## src/rtl/gb_camera_capture.sv

```systemverilog
`timescale 1ns/1ps
// Game Boy Camera capture sequencer: CAM register file, exposure timer, 2bpp dither and tile-data writer.
// Latency: frame_start EXP_BASE+(exposure<<EXP_SHIFT) ce_cpu ticks after start; one byte pair per 8 pixels.
// Backpressure: pix_ready drops while a tile-row byte pair waits for cap_ack; cap_addr/cap_data hold until ack.
module gb_camera_capture #(
  parameter int unsigned EXP_BASE  = 32446,
  parameter int unsigned EXP_SHIFT = 4
) (
  input  logic        clk_sys,
  input  logic        reset_n,
  input  logic        enable,
  input  logic        ce_cpu,
  input  logic        cam_sel,
  input  logic [15:0] cart_addr,
  input  logic        cart_wr,
  input  logic [7:0]  cart_di,
  output logic [7:0]  reg_do,
  output logic        busy,
  output logic        frame_start,
  input  logic        pix_valid,
  input  logic [7:0]  pix_data,
  output logic        pix_ready,
  output logic        cap_req,
  output logic [12:0] cap_addr,
  output logic [7:0]  cap_data,
  input  logic        cap_ack
);

  typedef enum logic [2:0] {
    S_IDLE, S_EXPOSE, S_FETCH, S_WR_LO, S_WR_HI, S_DONE
  } state_t;

  state_t      state, state_nxt;
  logic [7:0]  regs [0:53];
  logic [20:0] exp_cnt;
  logic [20:0] exp_target;
  logic [6:0]  pix_x, pix_y;
  logic [7:0]  sh_lo, sh_hi;
  logic [12:0] wr_base;
  logic        wr_last;
  logic        reg_we, start_wr, stop_wr, expose_done, pix_take;
  logic [5:0]  t_idx;
  logic [7:0]  t0, t1, t2;
  logic [1:0]  pix_v;
  logic        unused_bits;

  // Address bits 12:7 only mirror the register window.
  assign unused_bits = ^cart_addr[12:7];

  assign reg_we   = ce_cpu && cart_wr && cam_sel && (cart_addr[15:13] == 3'b101) && (cart_addr[6:0] < 7'd54);
  assign start_wr = reg_we && (cart_addr[6:0] == 7'd0) && cart_di[0];
  assign stop_wr  = reg_we && (cart_addr[6:0] == 7'd0) && !cart_di[0];

  // Exposure length in ce_cpu ticks; 21 bits holds the largest setting without overflow.
  assign exp_target  = 21'(EXP_BASE) + (21'({regs[2], regs[3]}) << EXP_SHIFT);
  assign expose_done = ce_cpu && ((exp_cnt + 21'd1) >= exp_target);

  // Threshold triple for the 4x4 dither matrix cell of the current pixel.
  assign t_idx = 6'd6 + 6'({pix_y[1:0], pix_x[1:0]}) * 6'd3;
  assign t0    = regs[t_idx];
  assign t1    = regs[t_idx + 6'd1];
  assign t2    = regs[t_idx + 6'd2];
  assign pix_v = (pix_data < t0) ? 2'd3 : (pix_data < t1) ? 2'd2 : (pix_data < t2) ? 2'd1 : 2'd0;

  assign pix_take = pix_valid && pix_ready;
  assign busy     = enable && (state != S_IDLE);
  assign cap_addr = wr_base | {12'd0, (state == S_WR_HI)};
  assign cap_data = (state == S_WR_HI) ? sh_hi : sh_lo;
  assign reg_do   = (cam_sel && (cart_addr[6:0] == 7'd0)) ? {5'd0, regs[0][2:1], busy} : 8'h00;

  // State register.
  always_ff @(posedge clk_sys or negedge reset_n) begin
    if (!reset_n) state <= S_IDLE;
    else          state <= state_nxt;
  end

  // Next-state and handshake outputs; enable low forces idle and silences every strobe.
  always_comb begin
    state_nxt   = state;
    frame_start = 1'b0;
    pix_ready   = 1'b0;
    cap_req     = 1'b0;
    if (!enable) begin
      state_nxt = S_IDLE;
    end else begin
      case (state)
        S_IDLE:   if (start_wr) state_nxt = S_EXPOSE;
        S_EXPOSE: begin
          if (stop_wr) begin
            state_nxt = S_IDLE;
          end else if (expose_done) begin
            frame_start = 1'b1;
            state_nxt   = S_FETCH;
          end
        end
        S_FETCH: begin
          pix_ready = 1'b1;
          if (pix_valid && (pix_x[2:0] == 3'd7)) state_nxt = S_WR_LO;
        end
        S_WR_LO: begin
          cap_req = 1'b1;
          if (cap_ack) state_nxt = S_WR_HI;
        end
        S_WR_HI: begin
          cap_req = 1'b1;
          if (cap_ack) state_nxt = wr_last ? S_DONE : S_FETCH;
        end
        S_DONE:  state_nxt = S_IDLE;
        default: state_nxt = S_IDLE;
      endcase
    end
  end

  // CAM register file; the capture-done cycle clears the start bit.
  always_ff @(posedge clk_sys or negedge reset_n) begin
    if (!reset_n) begin
      for (int i = 0; i < 54; i++) regs[i] <= 8'h00;
    end else if (!enable) begin
      for (int i = 0; i < 54; i++) regs[i] <= 8'h00;
    end else begin
      if (reg_we) regs[cart_addr[5:0]] <= cart_di;
      if (state == S_DONE) regs[0][0] <= 1'b0;
    end
  end

  // Exposure counter, raster position, bit-plane shifters and tile-row write address.
  always_ff @(posedge clk_sys or negedge reset_n) begin
    if (!reset_n) begin
      exp_cnt <= '0;
      pix_x   <= '0;
      pix_y   <= '0;
      sh_lo   <= '0;
      sh_hi   <= '0;
      wr_base <= '0;
      wr_last <= 1'b0;
    end else if (!enable) begin
      exp_cnt <= '0;
      pix_x   <= '0;
      pix_y   <= '0;
      sh_lo   <= '0;
      sh_hi   <= '0;
      wr_base <= '0;
      wr_last <= 1'b0;
    end else begin
      if (state != S_EXPOSE) exp_cnt <= '0;
      else if (ce_cpu)       exp_cnt <= exp_cnt + 21'd1;
      if (frame_start) begin
        pix_x <= '0;
        pix_y <= '0;
      end else if (pix_take) begin
        sh_lo <= {sh_lo[6:0], pix_v[0]};
        sh_hi <= {sh_hi[6:0], pix_v[1]};
        if (pix_x[2:0] == 3'd7) begin
          wr_base <= 13'h100 + {1'b0, pix_y[6:3], pix_x[6:3], pix_y[2:0], 1'b0};
          wr_last <= (pix_x == 7'd127) && (pix_y == 7'd111);
        end
        pix_x <= pix_x + 7'd1;
        if (pix_x == 7'd127) pix_y <= pix_y + 7'd1;
      end
    end
  end

endmodule
```

## config.mk

```make
export PLATFORM = sky130hd
export DESIGN_NAME = gb_camera_capture
export DESIGN_NICKNAME = d
export VERILOG_FILES = /design/src/rtl/gb_camera_capture.sv
export SDC_FILE = /design/constraint.sdc
export NUM_CORES = 2
export LEC_CHECK = 0
export ABC_AREA = 1
export CAP_MARGIN = 25
export CORE_MARGIN = 2
export CORE_UTILIZATION = 45
export CTS_CLUSTER_DIAMETER = 150
export DETAILED_ROUTE_END_ITERATION = 10
export HOLD_SLACK_MARGIN = 0.02
export RECOVER_POWER = 25
export SKIP_CTS_REPAIR_TIMING = 1
export SYNTH_ARGS = -nofsm -noshare
export SYNTH_HDL_FRONTEND = slang
export SYNTH_SLANG_ARGS = --single-unit
```

## constraint.sdc

```tcl
create_clock -name clk_sys -period 10.3 [get_ports clk_sys]
set_clock_uncertainty 0.1 [all_clocks]
set_input_delay 1.03 -clock clk_sys [delete_from_list [all_inputs] [get_ports clk_sys]]
set_output_delay 1.03 -clock clk_sys [all_outputs]
set_load 0.02 [all_outputs]
```

# After elaboration in Yosys (flattened, before gate mapping)
# Index checks and enable logic that the tools add are counted.
# totals
regBits	500
inputBits	40
out_inout_bits	33
wordCells	194
# classes
addsub	8
mul	1
order_cmp	10
eq_ne	23
muxes	61
bitwise	5
n_reduce_logical	23
# ops
op	count
$mux 432	2
$bwmux 432	1
$bmux 8 s6	3
$mux 8	14
$mux 21	3
$mux 13	4
$mux 7	7
$demux 8 s6	1
$ge 7x7->1 const B	4
$not 6->7	4
$mux 3	9
$lt 8x8->1	3
$add 15x20->21 const A	1
$add 21x1->21 const B	1
$ge 21x21->1	1
$ne 3x1->1 const B	5
$pmux 3 s5	1
$add 7x1->7 const B	2
$eq 7x7->1 const B	2
$logic_and 1x1->1	14
$mux 1	14
$add 9x12->13 const A	1
$or 13x1->13	1
$eq 3x3->1 const B	4
other kinds (21)	29

# Logic depth before layout (Yosys ltp)
# depth
word_depth	14
mapped_depth	33
mapped_depth_nobuf	25

# Worst setup path after synthesis
# OpenSTA, ideal clock, no wires.
# synth_timing
kind	register -> register
start	register pix_x[0]
end	register sh_lo[0]
setup_ns	0.118
arrival_time_ns	4.597
required_time_ns	10.082
slack_ns	5.486
path_stages_with_launch	30
path_buffers	10
synth_period_minus_slack_ns	4.814
path_cell_list	dfrtp_1 buf_4 inv_2 buf_2 buf_1 ha_1 inv_2 buf_4 buf_4 buf_2 buf_2 buf_2 ha_1 nand2_1 xor2_2 inv_2 buf_2 buf_1 nand3_1 nand3_1 a32o_1 ha_1 a21oi_1 nor2_1 a211oi_1 nand2_1 nand2_1 nand2_1 nand2_1 nand2_1
# synth_between
elab_chain_cells	14
elab_cells_between_ends	25
classes_between	3 x add/sub; 1 x mul; 3 x order compare; 15 x mux; 3 x bitwise
# synth_rtl
item	line_no	rtl
start: declaration	37	logic [6:0] pix_x, pix_y;
start signal: assignment	157	pix_x <= pix_x + 7'd1;
$mul 4x2->6 *	59	assign t_idx = 6'd6 + 6'({pix_y[1:0], pix_x[1:0]}) * 6'd3;
$add 3x6->6 *	59	
$add 6x2->6	62	assign t2 = regs[t_idx + 6'd2];
$not 6->7 (implied by the code)	62	
$bmux 8 s6	62	
$mux 8 (implied by the code) (2 in a row)	62	
$lt 8x8->1	63	assign pix_v = (pix_data < t0) ? 2'd3 : (pix_data < t1) ? 2'd2 : (pix_data < t2) ? 2'd1 : 2'd0;
$mux 1	63	
$mux 2	63	
$mux 2 *	63	
$mux 8 *	150	end else if (pix_take) begin
$mux 8 *	147	if (frame_start) begin
$mux 8 *	136	end else if (!enable) begin
end signal: assignment	151	sh_lo <= {sh_lo[6:0], pix_v[0]};
end: declaration	38	logic [7:0] sh_lo, sh_hi;
# Every way passes the cells marked *; elsewhere a longest branch is shown, timed or not. The select of a mux whose other input is x is not followed.
# A chain may end at the register's enable or synchronous reset.

==> results.py <==
metrics = {
    "outcome": {
        "outcome": "complete, but fails checks",
        "violations": "max-capacitance violations, max-slew violations",
    },
    "timing": {
        "rsz0062_at_grt": "no",
        "max_freq_mhz": 145,
        "timing_hold_violations_final": 0,
        "period_share_pct": 66.9,
        "tns_ns": 0,
        "slew_violations": 123,
        "min_period_ns": 6.89,
        "relSlewSlack_pct": -355,
        "max_slew.worst_pin.slew_ns": 6.83,
        "setup_viol_count_final": 0,
    },
    "routing": {
        "ant_nets": 0,
        "drt_first_pass_iters": 6,
        "num_vias": 30798,
        "drcViolationCount": 0,
        "routed_wl_um": 122000,
        "drt_iter0_drc": 4505,
        "viasPerCell": 6.44,
        "wl_per_cell_um": 25.6,
    },
    "power": {
        "power_density_mw_per_mm2": 188,
        "leakage_uw": 0.0138,
        "seqPwrFrac_pct": 32.0,
        "p_sw_uw": 2430,
        "power.internal_uw": 3790,
        "combPwrFrac_pct": 33.0,
        "finalPower_uw": 6220,
        "ir_worst_vdd_uv": 154,
        "power_frac_clock_pct": 35.0,
        "p_sw_share_pct": 39.1,
    },
    "global_route": {
        "grt_usage_pct": 34.4,
        "grt_pass1_vias": 28109,
        "overflow": 0,
        "grt_antenna_before_repair": 2,
        "grt_max_degree": 186,
        "grt_pass1_wl_um": 182000,
    },
    "synth": {
        "yosys-top-cells-area": "dfrtp_1 41%, nand2_1 9.2%, o22ai_1 8.5%",
        "yosysMostFrequentCell": "nand2_1",
        "avgSynthCellArea_um2": 7.57,
        "ys_ff_latch": 499,
        "synth-async-reset-ratio_pct": 100,
        "synth_edf_count": 0,
        "synthFlopType": "dfrtp_1",
        "syn_inst": 3993,
        "synth_top_area_share_pct": 41.3,
        "seq_area_frac_synth_pct": 41.3,
        "yosysTopAreaCell": "dfrtp_1",
        "synth_commonest_cells": "741 x nand2_1, 499 x dfrtp_1, 457 x inv_1, 457 x o21ai_0, 411 x o22ai_1",
        "syn-cell-area_mm2": 0.0302,
        "ys_warn_count": 0,
        "ys_types": 56,
    },
    "setup_path": {
        "startpoint_type": "input port",
        "path_cells": "clkbuf_1",
        "arrival_ns": 5.85,
        "crit_path_end_kind": "asynchronous set/reset pin",
        "worstSetupPathType": "in2async",
        "slowest_stage": "clkbuf_1",
        "cp.depth": 1,
        "cpPeakStageDelay_ns": 4.65,
        "timing.reg2reg.setup_slack_ns": 3.65,
        "setup.worst_path.end": "regs[186]",
        "r2r_cells": 23,
        "r2r_start": "pix_x[0]",
        "critPathBufInv": 1,
        "cp_max_fo": 122,
        "crit_start": "reset_n",
        "cp_top_family": "buffers and inverters",
        "r2r_end": "sh_lo[0]",
        "worst_ep_required_time_ns": 9.26,
    },
    "cells_and_area": {
        "layout.nets": 3965,
        "syn_to_final_growth_pct": 9.27,
        "diodes": 0,
        "stdcell_area_mm2": 0.0330,
        "drive_above_1_share_pct": 5.08,
        "n_fill_cell": 6575,
    },
    "clocking": {
        "root_buffer": "clkbuf_16",
        "htreeDepth": 2,
        "cts_tree": "built",
        "cts_buffer_depth": 3,
        "clkTransAtPathRegs_ns": 0.06,
        "clock-sinks": 499,
        "clk_latency_ns": 0.65,
        "numCtsBuffers": 57,
    },
    "floorplan": {
        "initial_core_util_pct": 45.7,
        "die_y_um": 263,
        "core_mm2": 0.0661,
        "die_w_um": 263,
        "rows": 94,
        "io_pins": 73,
        "dieArea_mm2": 0.0692,
    },
    "flow_run": {
        "cap_violations": 1,
    },
    "place": {
        "gp_congestion": 1.00,
        "hpwl_um": 78800,
        "portBuffers": 61,
        "place_area_mm2": 0.0310,
    },
    "hold_path": {
        "min_path_type": "reg2reg",
    },
}
[layout make-up]
| type | instances | area, um^2 | area share (%) |
|---|---|---|---|
| Clock buffer | 83 | 1690 | 5.13 |
| Timing Repair Buffer | 111 | 1010 | 3.06 |
| Sequential cell | 499 | 12500 | 37.8 |
| Clock inverter | 23 | 295 | 0.894 |
| Tap cell | 864 | 1080 | 3.27 |
| Inverter | 477 | 1800 | 5.44 |
| Multi-Input combinational cell | 2726 | 14600 | 44.4 |
[sequential cells by signal (all words and copies together), names as in the netlist]
signal / count
wr_last: 1
pix_y: 7
state: 3
sh_hi: 8
pix_x: 7
wr_base: 12
sh_lo: 8
exp_cnt: 21
regs: 432
[stage by stage]
step	instances	hold slack [ns]	setup WS [ns]	utilization (%)
after floorplan	3997	0.349	5.49	-
after global placement	4676	0.371	4.11	46.9
after detailed placement	4677	0.375	4.07	47.0
after CTS	4783	0.393	4.01	50.0
after global routing	4783	0.432	2.00	49.9
final	4783	0.384	3.41	49.9
[tightest hold or removal path, delay by kind of cell (launching register included)]
family           cells  cell delay, ns
AND/OR/NAND/NOR      1            0.05
AO/OA/AOI/OAI        1            0.06
flip-flops           1            0.34
[layout by cell type, fill, tap and decap left out, types with 6 or more instances in the layout]
cell and count:
a2111oi_0 18, a211oi_1 7, a21oi_1 155, a221oi_1 49, a22oi_1 62, a31oi_1 13, a32o_1 8, buf_4 47
bufinv_16 6, clkbuf_1 10, clkbuf_16 57, clkbuf_8 17, clkdlybuf4s50_1 59, clkinv_2 13, dfrtp_1 498, ha_1 51
inv_1 456, inv_2 17, nand2_1 731, nand2_2 14, nand3_1 263, nand4_1 27, nor2_1 188, nor3_1 34
o2111ai_1 7, o211ai_1 40, o21ai_0 457, o21ai_1 30, o221ai_1 68, o22ai_1 411, o31ai_1 12, xor2_1 30
[power groups by stage]
stage | clock, uW | sequential (uW) | combinational [uW]
2_1_floorplan | 0 | 2010 | 1260
3_3_place_gp | 0 | 2020 | 1950
3_5_place_dp | 0 | 2020 | 1950
4_1_cts | 2190 | 1990 | 1960
5_1_grt | 2260 | 1990 | 2140
6_report | 2170 | 1990 | 2050
[how the worst min path moves through the flow]
stage	start	end	slack, ns	depth (start not counted)
floorplan	sh_lo[0]	sh_lo[0]	0.35	2
global placement	sh_hi[7]	sh_hi[7]	0.37	2
detailed placement	sh_lo[0]	sh_lo[0]	0.38	2
CTS	sh_hi[7]	sh_hi[7]	0.39	2
global route	sh_lo[0]	sh_lo[0]	0.43	2
finish	sh_hi[7]	sh_hi[7]	0.38	2
[cells by family after synthesis]
kind of cell	Yosys count	synth area share (%)
other	1	0.0124
AOI/OAI and AO/OA	1352	27.3
and+or+nand+nor	1283	17.8
adders and majority gates	53	2.22
muxes	1	0.0331
DFF	499	41.3
buffers and inverters	772	10.4
xor gates and xnor gates	32	0.953
[routing by layer]
metal	vias to the layer above	wire [um]	GRT usage (%)
li1	13775	-	-
met3	334	13400	7.19
met5	-	9	0
met2	1835	50600	48.7
met4	2	6500	16.6
met1	14852	51800	49.9
Note: power is estimated with default switching activity, not from simulation.
